`src/rtl/branch_pc_unit_if.sv`:
```
// Fetch/redirect bundle between the EX stage, the branch PC unit and fetch.
interface branch_pc_unit_if;
  logic        STALL;
  logic        BR_VALID;
  logic        SIG_B;
  logic [31:0] BR_PC;
  logic [15:0] RAW_VAL;
  logic        JUMP;
  logic [25:0] JUMP_TARGET;
  logic [31:0] PC;
  logic        PC_VALID;
  logic        FLUSH;
  logic [15:0] TAKEN_CNT;

  // Driver side: EX-stage decisions in, fetch request out.
  modport master (
    output STALL, BR_VALID, SIG_B, BR_PC, RAW_VAL, JUMP, JUMP_TARGET,
    input  PC, PC_VALID, FLUSH, TAKEN_CNT
  );

  // Unit side.
  modport slave (
    input  STALL, BR_VALID, SIG_B, BR_PC, RAW_VAL, JUMP, JUMP_TARGET,
    output PC, PC_VALID, FLUSH, TAKEN_CNT
  );
endinterface

```
`src/rtl/branch_pc_unit.sv`:
```
// Fetch PC register with branch/jump redirect, fixed-length flush window
// and a saturating redirect counter.
module branch_pc_unit #(
  parameter logic [31:0] RESET_VECTOR = 32'h0000_0000,
  parameter int unsigned FLUSH_CYCLES = 2
) (
  input  logic           CLK,
  input  logic           RST_N,
  branch_pc_unit_if.slave bus
);

  typedef enum logic [1:0] {BOOT, RUN, REDIRECT} state_t;

  // Counter holds remaining flush cycles minus one, so load N-1.
  localparam logic [2:0] FLUSH_LOAD = 3'(FLUSH_CYCLES - 1);

  state_t      state_q, state_d;
  logic [31:0] pc_q, pc_d;
  logic [2:0]  flush_cnt_q, flush_cnt_d;
  logic [15:0] taken_cnt_q, taken_cnt_d;

  logic [31:0] br_pc4;
  logic [31:0] br_target;
  logic [31:0] j_target;
  logic        take_branch;
  logic        redirect;

  // Target arithmetic; both targets are relative to the EX instruction + 4.
  always_comb begin
    br_pc4      = bus.BR_PC + 32'd4;
    br_target   = br_pc4 + {{14{bus.RAW_VAL[15]}}, bus.RAW_VAL, 2'b00};
    j_target    = {br_pc4[31:28], bus.JUMP_TARGET, 2'b00};
    take_branch = bus.BR_VALID & bus.SIG_B;
    redirect    = take_branch | bus.JUMP;
  end

  // Next-state, next-PC and counter logic.
  always_comb begin
    // NOTE: every output of this block gets a default first so no path
    // leaves a variable unassigned, which would infer a latch.
    state_d     = state_q;
    pc_d        = pc_q;
    flush_cnt_d = flush_cnt_q;
    taken_cnt_d = taken_cnt_q;
    unique case (state_q)
      BOOT: begin
        // Leave boot without advancing the PC.
        state_d = RUN;
      end
      RUN: begin
        if (redirect) begin
          // Branch wins over a simultaneous jump; one count per redirect.
          pc_d        = take_branch ? br_target : j_target;
          state_d     = REDIRECT;
          flush_cnt_d = FLUSH_LOAD;
          if (taken_cnt_q != 16'hFFFF) taken_cnt_d = taken_cnt_q + 16'd1;
        end else if (!bus.STALL) begin
          pc_d = pc_q + 32'd4;
        end
      end
      REDIRECT: begin
        // Events here come from wrong-path instructions and are ignored.
        if (!bus.STALL) pc_d = pc_q + 32'd4;
        if (flush_cnt_q == 3'd0) state_d = RUN;
        else                     flush_cnt_d = flush_cnt_q - 3'd1;
      end
      default: state_d = BOOT;
    endcase
  end

  // State register; reset returns to BOOT immediately.
  always_ff @(posedge CLK or negedge RST_N) begin
    if (!RST_N) begin
      state_q     <= BOOT;
      pc_q        <= RESET_VECTOR;
      flush_cnt_q <= 3'd0;
      taken_cnt_q <= 16'd0;
    end else begin
      // NOTE: sequential state uses non-blocking assignments so all
      // registers update together from pre-edge values.
      state_q     <= state_d;
      pc_q        <= pc_d;
      flush_cnt_q <= flush_cnt_d;
      taken_cnt_q <= taken_cnt_d;
    end
  end

  assign bus.PC        = pc_q;
  assign bus.PC_VALID  = (state_q != BOOT);
  assign bus.FLUSH     = (state_q == REDIRECT);
  assign bus.TAKEN_CNT = taken_cnt_q;

endmodule

```
`src/flat_wrapper.sv`:
```
// flat-port wrapper written by rule: the top's interface ports become plain ports
module branch_pc_unit_flat 
#(
  parameter logic [31:0] RESET_VECTOR = 32'h0000_0000,
  parameter int unsigned FLUSH_CYCLES = 2
)
  (CLK, RST_N, bus_STALL, bus_BR_VALID, bus_SIG_B, bus_BR_PC, bus_RAW_VAL, bus_JUMP, bus_JUMP_TARGET, bus_PC, bus_PC_VALID, bus_FLUSH, bus_TAKEN_CNT);
  branch_pc_unit_if bus_i ();
  input  logic CLK;
  input  logic RST_N;
  input wire logic [$bits(bus_i.STALL)-1:0] bus_STALL;
  input wire logic [$bits(bus_i.BR_VALID)-1:0] bus_BR_VALID;
  input wire logic [$bits(bus_i.SIG_B)-1:0] bus_SIG_B;
  input wire logic [$bits(bus_i.BR_PC)-1:0] bus_BR_PC;
  input wire logic [$bits(bus_i.RAW_VAL)-1:0] bus_RAW_VAL;
  input wire logic [$bits(bus_i.JUMP)-1:0] bus_JUMP;
  input wire logic [$bits(bus_i.JUMP_TARGET)-1:0] bus_JUMP_TARGET;
  output wire logic [$bits(bus_i.PC)-1:0] bus_PC;
  output wire logic [$bits(bus_i.PC_VALID)-1:0] bus_PC_VALID;
  output wire logic [$bits(bus_i.FLUSH)-1:0] bus_FLUSH;
  output wire logic [$bits(bus_i.TAKEN_CNT)-1:0] bus_TAKEN_CNT;
  assign bus_i.STALL = bus_STALL;
  assign bus_i.BR_VALID = bus_BR_VALID;
  assign bus_i.SIG_B = bus_SIG_B;
  assign bus_i.BR_PC = bus_BR_PC;
  assign bus_i.RAW_VAL = bus_RAW_VAL;
  assign bus_i.JUMP = bus_JUMP;
  assign bus_i.JUMP_TARGET = bus_JUMP_TARGET;
  assign bus_PC = bus_i.PC;
  assign bus_PC_VALID = bus_i.PC_VALID;
  assign bus_FLUSH = bus_i.FLUSH;
  assign bus_TAKEN_CNT = bus_i.TAKEN_CNT;
  branch_pc_unit #(.RESET_VECTOR(RESET_VECTOR), .FLUSH_CYCLES(FLUSH_CYCLES)) u_core (.CLK(CLK), .RST_N(RST_N), .bus(bus_i));
endmodule
```
`config.mk`:
```
export PLATFORM = sky130hd
export DESIGN_NAME = branch_pc_unit_flat
export DESIGN_NICKNAME = d
export VERILOG_FILES = /design/src/rtl/branch_pc_unit_if.sv /design/src/rtl/branch_pc_unit.sv /design/src/flat_wrapper.sv
export SDC_FILE = /design/constraint.sdc
export NUM_CORES = 1
export LEC_CHECK = 0
export ABC_AREA = 0
export CORE_MARGIN = 2
export CORE_UTILIZATION = 51
export CTS_CLUSTER_SIZE = 16
export DETAILED_ROUTE_END_ITERATION = 10
export GPL_TIMING_DRIVEN = 0
export MAX_ROUTING_LAYER = met4
export PLACE_DENSITY_LB_ADDON = 0.2
export SLEW_MARGIN = 40
export SYNTH_ARGS = -nofsm -noshare
export SYNTH_HDL_FRONTEND = slang
export SYNTH_SLANG_ARGS = --single-unit
```
`constraint.sdc`:
```
create_clock -name CLK -period 2.65 [get_ports CLK]
set_input_delay 0.265 -clock CLK [delete_from_list [all_inputs] [get_ports CLK]]
set_output_delay 0.265 -clock CLK [all_outputs]
set_load 0.02 [all_outputs]
```
==> results.ini, run 1 <==
[pwr]
leakagePower_nw=3.44
finalPower_w=0.00574
cellPowerDensity_nw_per_um2=695
ir_worst_vdd_mv=0.525

[global_route]
grt_max_degree=29
grt_antenna_before_repair=0
track_usage=0.332
grt_pass1_vias=6229
grt_pass1_wl_um=29900
grt_overflow=0

[sta]
fin_crit_sh=1.14
grt_setup_unrepaired=true
max_slew_margin=0.487
setup_viol=19
post-route-min-period_ns=3.03
slew_viol_final=0
hold_ws_ns=0.373
finalHoldViolCount=0
fin_worst_skew_ns=0.0105
worst_slew_pin_slew_ns=0.762
max_freq_ghz=0.330
final.setup.worst_slack_ns=-0.378

[worst_setup_path]
critical_path.top_delay_family=compound AO/OA/AOI/OAI gates
rrSetupSlack_ns=0.06
arrival_ns=3.24
end_kind=register
cp_slowest_cell=a41oi_4
cp.required_ns=2.86
cp_max_fo=5
cpPeakStageDelay_ns=0.29
setup.worst_path.class=input pin to register
r2r_end=u_core.bus.PC[28]$_DFFE_PN0P_
timing.rr.start=u_core.bus.PC[2]$_DFFE_PN0P_
cp-start-kind=input pin
crit_buf_inv=4
r2r_cells=9
crit_path_cell_trace=buf_8, nand4_1, buf_4, nor3_4, buf_6, buf_4, nand2_4, xnor2_4, ha_4, a21oi_4, o211ai_1, a32oi_2, o21ai_4, a41oi_4, o211ai_1, xnor2_1, o21ai_1

[status]
status=complete, but fails checks
violations=setup timing

[place]
place_ws_ns=-1.35
finalWeightedCongestion=0.965
dp_hpwl_um=14200
port_buffers=129
place_area_um2=6960

[die]
die_x_um=107
rows=37
start_util=0.527
core_area_um2=10300
fp.dieArea_um2=11500
dieHeight_um=107
ios=130

[clock_network]
cts.clk_slew.worst_paths_ns=0.11
cts_tree=built
clock_sinks=53
numCtsBuffers=5
clock_latency_ns=0.33
root_buffer=clkbuf_8
htree_levels=2
clk_path_buf_depth=2

[cells_and_area]
stdcell_area_um2=8260
nNetsFinal=1034
synthToLayoutAreaGrowth_pct=51.7
diodes=0
fill_cells=642
drive_above_1_share=0.240
post-route-util=0.800

[synth]
syn_nets=838
synth_edf_count=0
syn-cell-area_um2=5450
syn_inst=715
yosys_warnings=0
ys_seq_elements=53
synth_seq_area_share=0.244
async_reset_ff_frac=1.00
synth-main-ff-cell=dfrtp_1
netlist-cell-type-count=62
synth_area_per_cell_um2=7.62

[routing]
vias=6904
remaining_drc_errors=0
wire_per_inst_um=21.4
antenna_left=0
vias_per_cell=6.59
dr.pass1.iters=6
wl_um=22500
drt_iter0_markers=617

[worst_hold_path]
hp-class=input pin to asynchronous set/reset pin

[job]
drv_cap=0

## timing repair
action	4_1_cts	5_1_grt
endpoints found under the hold margin	27	0
buffers inserted	36	28
hold buffers	1	0
pin swaps	49	92
gates resized for setup	153	127
endpoints found under the setup margin	24	26
## cell usage after synthesis, drive strengths merged (5+ instances only)
master,number,share of area
buf,5,0.0041
and4,7,0.011
nand2,95,0.065
and3,19,0.023
a211oi,11,0.016
a22o,5,0.0080
nor2,42,0.029
nor4,5,0.0057
a221oi,8,0.013
ha,42,0.097
a21o,11,0.015
nand4,18,0.021
xnor2,44,0.071
a21boi,5,0.0069
a21oi,59,0.056
mux2i,6,0.011
o21ai,66,0.061
o211ai,6,0.0083
nor2b,7,0.0080
clkbuf,23,0.016
nor3,21,0.021
xor2,18,0.029
and2,9,0.010
inv,20,0.014
nand3,47,0.043
dfrtp,53,0.24
a22oi,5,0.0069
## cells in the final DEF, fill, tap and decap left out, types with 7 or more instances in the layout
cell type        netlist  layout
nor3_1                20      14
a21o_1                11      11
nand2_1               95      84
and3_1                18      16
inv_1                 20      18
xnor2_1               44      33
nand3_1               47      39
ha_4                   0      11
nor2_1                42      35
clkbuf_2               0       8
o21ai_1                0      10
a21oi_2                3      10
a211oi_1              10       7
nor2b_1                7       7
xor2_1                18      14
xnor2_2                0       7
ha_1                  42      25
buf_4                  0      59
buf_6                  0      14
o21ai_0               65      50
clkbuf_1              23      14
clkdlybuf4s50_1        0     100
nand4_1               18      18
a21oi_1               56      47
dfrtp_1               53      53
## final cells by class
cell class | instances | area [um^2] | share of cell area
multi-input combinational | 614 | 4700 | 0.569
timing repair buffer | 195 | 1790 | 0.217
sequential | 53 | 1330 | 0.161
tap | 136 | 170 | 0.0206
buffer | 22 | 98.8 | 0.0120
inverter | 20 | 75.1 | 0.00909
clock buffer | 5 | 68.8 | 0.00833
clock inverter | 3 | 28.8 | 0.00348
## kinds of logic (layout without fill, tap and decap cells)
kind of cell,Yosys count,in the layout,share of synthesized area
simple gates,289,289,0.263
compound gates,214,214,0.249
xor+xnor,62,62,0.0997
flops,53,53,0.244
buf+inv,48,245,0.0338
fa+ha+maj,43,43,0.100
mux,6,6,0.0110
## metrics by stage
stage / TNS (ns) / cells
floorplan: -1.03 / 715
global placement: -33.92 / 980
detailed placement: -23.11 / 981
CTS: -1.30 / 1023
global route: -5.50 / 1048
finish: -4.22 / 1048
## worst register-to-register path, delay by kind of cell, from the launching register on
| kind | cells | cell delay [ns] |
|---|---|---|
| AND/OR/NAND/NOR | 5 | 1.47 |
| flip-flops | 1 | 0.43 |
| AO/OA/AOI/OAI | 3 | 0.42 |
| adder cells (fa/ha/maj) | 1 | 0.19 |
## how the worst max path moves through the flow
stage,start,to,depth (start not counted)
after floorplan,bus_BR_PC[10],u_core.bus.PC[31]$_DFFE_PN0P_,13
after detailed placement,bus_BR_PC[8],u_core.bus.PC[31]$_DFFE_PN0P_,14
after global routing,bus_BR_PC[6],u_core.bus.PC[27]$_DFFE_PN0P_,17
after CTS,bus_BR_PC[5],u_core.bus.PC[28]$_DFFE_PN0P_,16
after global placement,bus_BR_PC[8],u_core.bus.PC[27]$_DFFE_PN0P_,14
final,bus_BR_PC[6],u_core.bus.PC[26]$_DFFE_PN0P_,17
## where the power goes
group          leakage (nW)  internal [W]  switching [W]
logic                  2.74       0.00158        0.00212
clock network        0.0506      0.000198       0.000309
registers             0.646       0.00113       0.000397
total                  3.44       0.00292        0.00282
## flip-flops by register name, indices dropped and copies added (netlist names)
register / cells
u_core.bus.PC: 32
u_core.state_q: 2
u_core.flush_cnt_q: 3
u_core.bus.TAKEN_CNT: 16
## routing by layer
metal	vias to the layer above	global-route usage	share of wire
li1	3035	-	-
met2	502	0.587	0.49
met3	121	0.0278	0.082
met1	3246	0.399	0.37
met5	-	-	0
met4	0	0.117	0.056
Note: power is estimated with default switching activity, not from simulation.
==> run 2: changes to the inputs <==
--- a/config.mk
+++ b/config.mk
@@ -6,9 +6,7 @@
 export NUM_CORES = 1
 export LEC_CHECK = 0
 export ABC_AREA = 0
-export CORE_MARGIN = 2
-export CORE_UTILIZATION = 51
-export CTS_CLUSTER_SIZE = 16
+export CORE_UTILIZATION = 45
 export DETAILED_ROUTE_END_ITERATION = 10
 export GPL_TIMING_DRIVEN = 0
 export MAX_ROUTING_LAYER = met4
==> run 2 against run 1 <==
- the flow finishes with violations (DRC, setup timing)
- critical path type unchanged
- largest cell class unchanged
- largest power group unchanged
- sequential share of layout area fell by 0.053 points
- clock-buffer cell count did not move
- flip-flop and latch count did not move
==> results.ini, run 2 (synthesis gave the netlist of run 1 again) <==
[pwr]
cellPowerDensity_nw_per_um2=727
power.switching_w=0.00284
ir_worst_vdd_mv=0.348
swShare=0.471
combPwrFrac=0.619
clockPowerShare=0.129
leakagePower_nw=3.43
finalPower_w=0.00602
pwr-share-seq=0.252
p_int_w=0.00318

[clock_network]
clk_path_buf_depth=2
clock_latency_ns=0.30
clock_sinks=53
numCtsBuffers=5
cts_tree=built
cts.clk_slew.worst_paths_ns=0.07
htree_levels=2
root_buffer=clkbuf_16

[cells_and_area]
fin_cells=1051
diodes=0
nNetsFinal=1030
multiInputGateArea_um2=4630
seqCellArea_um2=1330
drive_above_1_share=0.222
synthToLayoutAreaGrowth_pct=52.2
largest_register_ffs=32
layout_common_cells=103 x clkdlybuf4s50_1, 90 x nand2_1, 53 x dfrtp_1
fill_cells=871
post-route-util=0.714
final_common_cell=clkdlybuf4s50_1

[sta]
worst_slew_pin_slew_ns=0.788
finalHoldViolCount=0
max_freq_ghz=0.317
fin_crit_sh=1.19
fin_worst_skew_ns=0.0105
max_slew_margin=0.469
slew_viol_final=0
post-route-min-period_ns=3.15
grt_setup_unrepaired=true
setup_viol=18
tns_ns=-6.53
final.setup.worst_slack_ns=-0.502

[place]
port_buffers=129
placed_cells=988
finalWeightedCongestion=0.937
dp_hpwl_um=14500

[routing]
drt_iter0_markers=574
vias=6708
wl_met1_um=8430
wire_per_inst_um=20.8
antenna_left=0
remaining_drc_errors=9
wl_met3_um=1560
wl_um=21900
dr_wl_met2_um=11000
vias_per_cell=6.38
dr.pass1.iters=8
highest_layer=met4

[worst_setup_path]
crit_buf_inv=3
cp-start-kind=input pin
arrival_ns=3.31
cp_max_fo=5
setup.worst_path.class=input pin to register
critical_path.top_delay_family=simple AND/OR/NAND/NOR gates
crit_path_cell_trace=buf_8, nand3_4, nor2_4, buf_6, buf_6, nand4_1, xnor2_1, ha_1, a21oi_1, o21ai_1, and3_1, or3b_4, a211o_1, a21oi_2, xnor2_2, a211oi_2
cp.required_ns=2.81
cp_slowest_cell=or3b_4
end_kind=register
cp_common_cell=buf_6
cpPeakStageDelay_ns=0.44

[job]
drv_cap=0

[die]
die_x_um=112
rows=39
start_util=0.469
dieHeight_um=112
ios=130
core_area_um2=11600
fp.dieArea_um2=12500

[global_route]
track_usage=0.314
grt_pass1_wl_um=30800
grt_overflow=0
grt_pass1_vias=6170
grt_max_degree=29
grt_antenna_before_repair=0

[status]
status=complete, but fails checks
violations=DRC, setup timing

[worst_hold_path]
hp-class=input pin to asynchronous set/reset pin

-- run 2: worst paths after layout --
check / start / end / slack (ns) / cells past startpoint
min reg2reg: u_core.bus.TAKEN_CNT[5]$_DFFE_PN0P_ / u_core.bus.TAKEN_CNT[5]$_DFFE_PN0P_ / 0.49 / 1
min: RST_N / u_core.bus.TAKEN_CNT[7]$_DFFE_PN0P_ / 0.42 / 2
max reg2reg: u_core.bus.PC[2]$_DFFE_PN0P_ / u_core.bus.PC[28]$_DFFE_PN0P_ / 0.02 / 9
max in group asynchronous: RST_N / u_core.bus.PC[29]$_DFFE_PN0P_ / 1.76 / 3
max: bus_BR_PC[5] / u_core.bus.PC[25]$_DFFE_PN0P_ / -0.50 / 16
min in group CLK: u_core.bus.TAKEN_CNT[5]$_DFFE_PN0P_ / u_core.bus.TAKEN_CNT[5]$_DFFE_PN0P_ / 0.49 / 1
-- run 2: layout make-up --
type,count,share of cell area
Buffer,22,0.0130
Clock buffer,5,0.0151
Clock inverter,3,0.00574
Inverter,20,0.00906
Multi-Input combinational cell,614,0.558
Sequential cell,53,0.160
Tap cell,143,0.0216
Timing Repair Buffer,191,0.218
-- run 2: metrics by stage --
step / worst slack (ns) / hold slack (ns) / instance area (um^2)
floorplan: -0.200 / -0.0306 / 5480
finish: -0.502 / 0.420 / 8290
global route: -0.610 / 0.449 / 8290
CTS: -0.289 / 0.430 / 7760
global placement: -1.57 / 0.474 / 6950
detailed placement: -1.59 / 0.197 / 6970
-- run 2: timing repair --
item / 4_1_cts / 5_1_grt
hold buffers: 1 / 0
setup endpoints to repair: 27 / 28
setup buffers: 35 / 27
pin swaps: 49 / 51
endpoints found under the hold margin: 25 / 0
gates resized for setup: 157 / 96
-- run 2: worst register-to-register path, cell delays in order (launching register included) --
cell and delay [ns]:
dfrtp_1 0.41, ha_1 0.19, nand3b_1 0.11, nor2_1 0.35, nand3_1 0.29, or2_1 0.34, o21ai_0 0.17, a21oi_1 0.08
or3_1 0.39, a211oi_1 0.21
-- run 2: power by group through the flow --
| stage | Combinational [W] | Sequential [W] | Clock [W] |
|---|---|---|---|
| 2_1_floorplan | 0.00168 | 0.00177 | 0 |
| 3_3_place_gp | 0.00327 | 0.00151 | 0 |
| 3_5_place_dp | 0.00331 | 0.00152 | 0 |
| 4_1_cts | 0.00346 | 0.00151 | 0.000782 |
| 5_1_grt | 0.00397 | 0.00157 | 0.000796 |
| 6_report | 0.00373 | 0.00152 | 0.000777 |
-- run 2: layer usage --
layer	track usage	up-vias
met5	-	-
met4	0.0898	0
met3	0.0272	94
met2	0.554	421
met1	0.383	3179
li1	-	3014
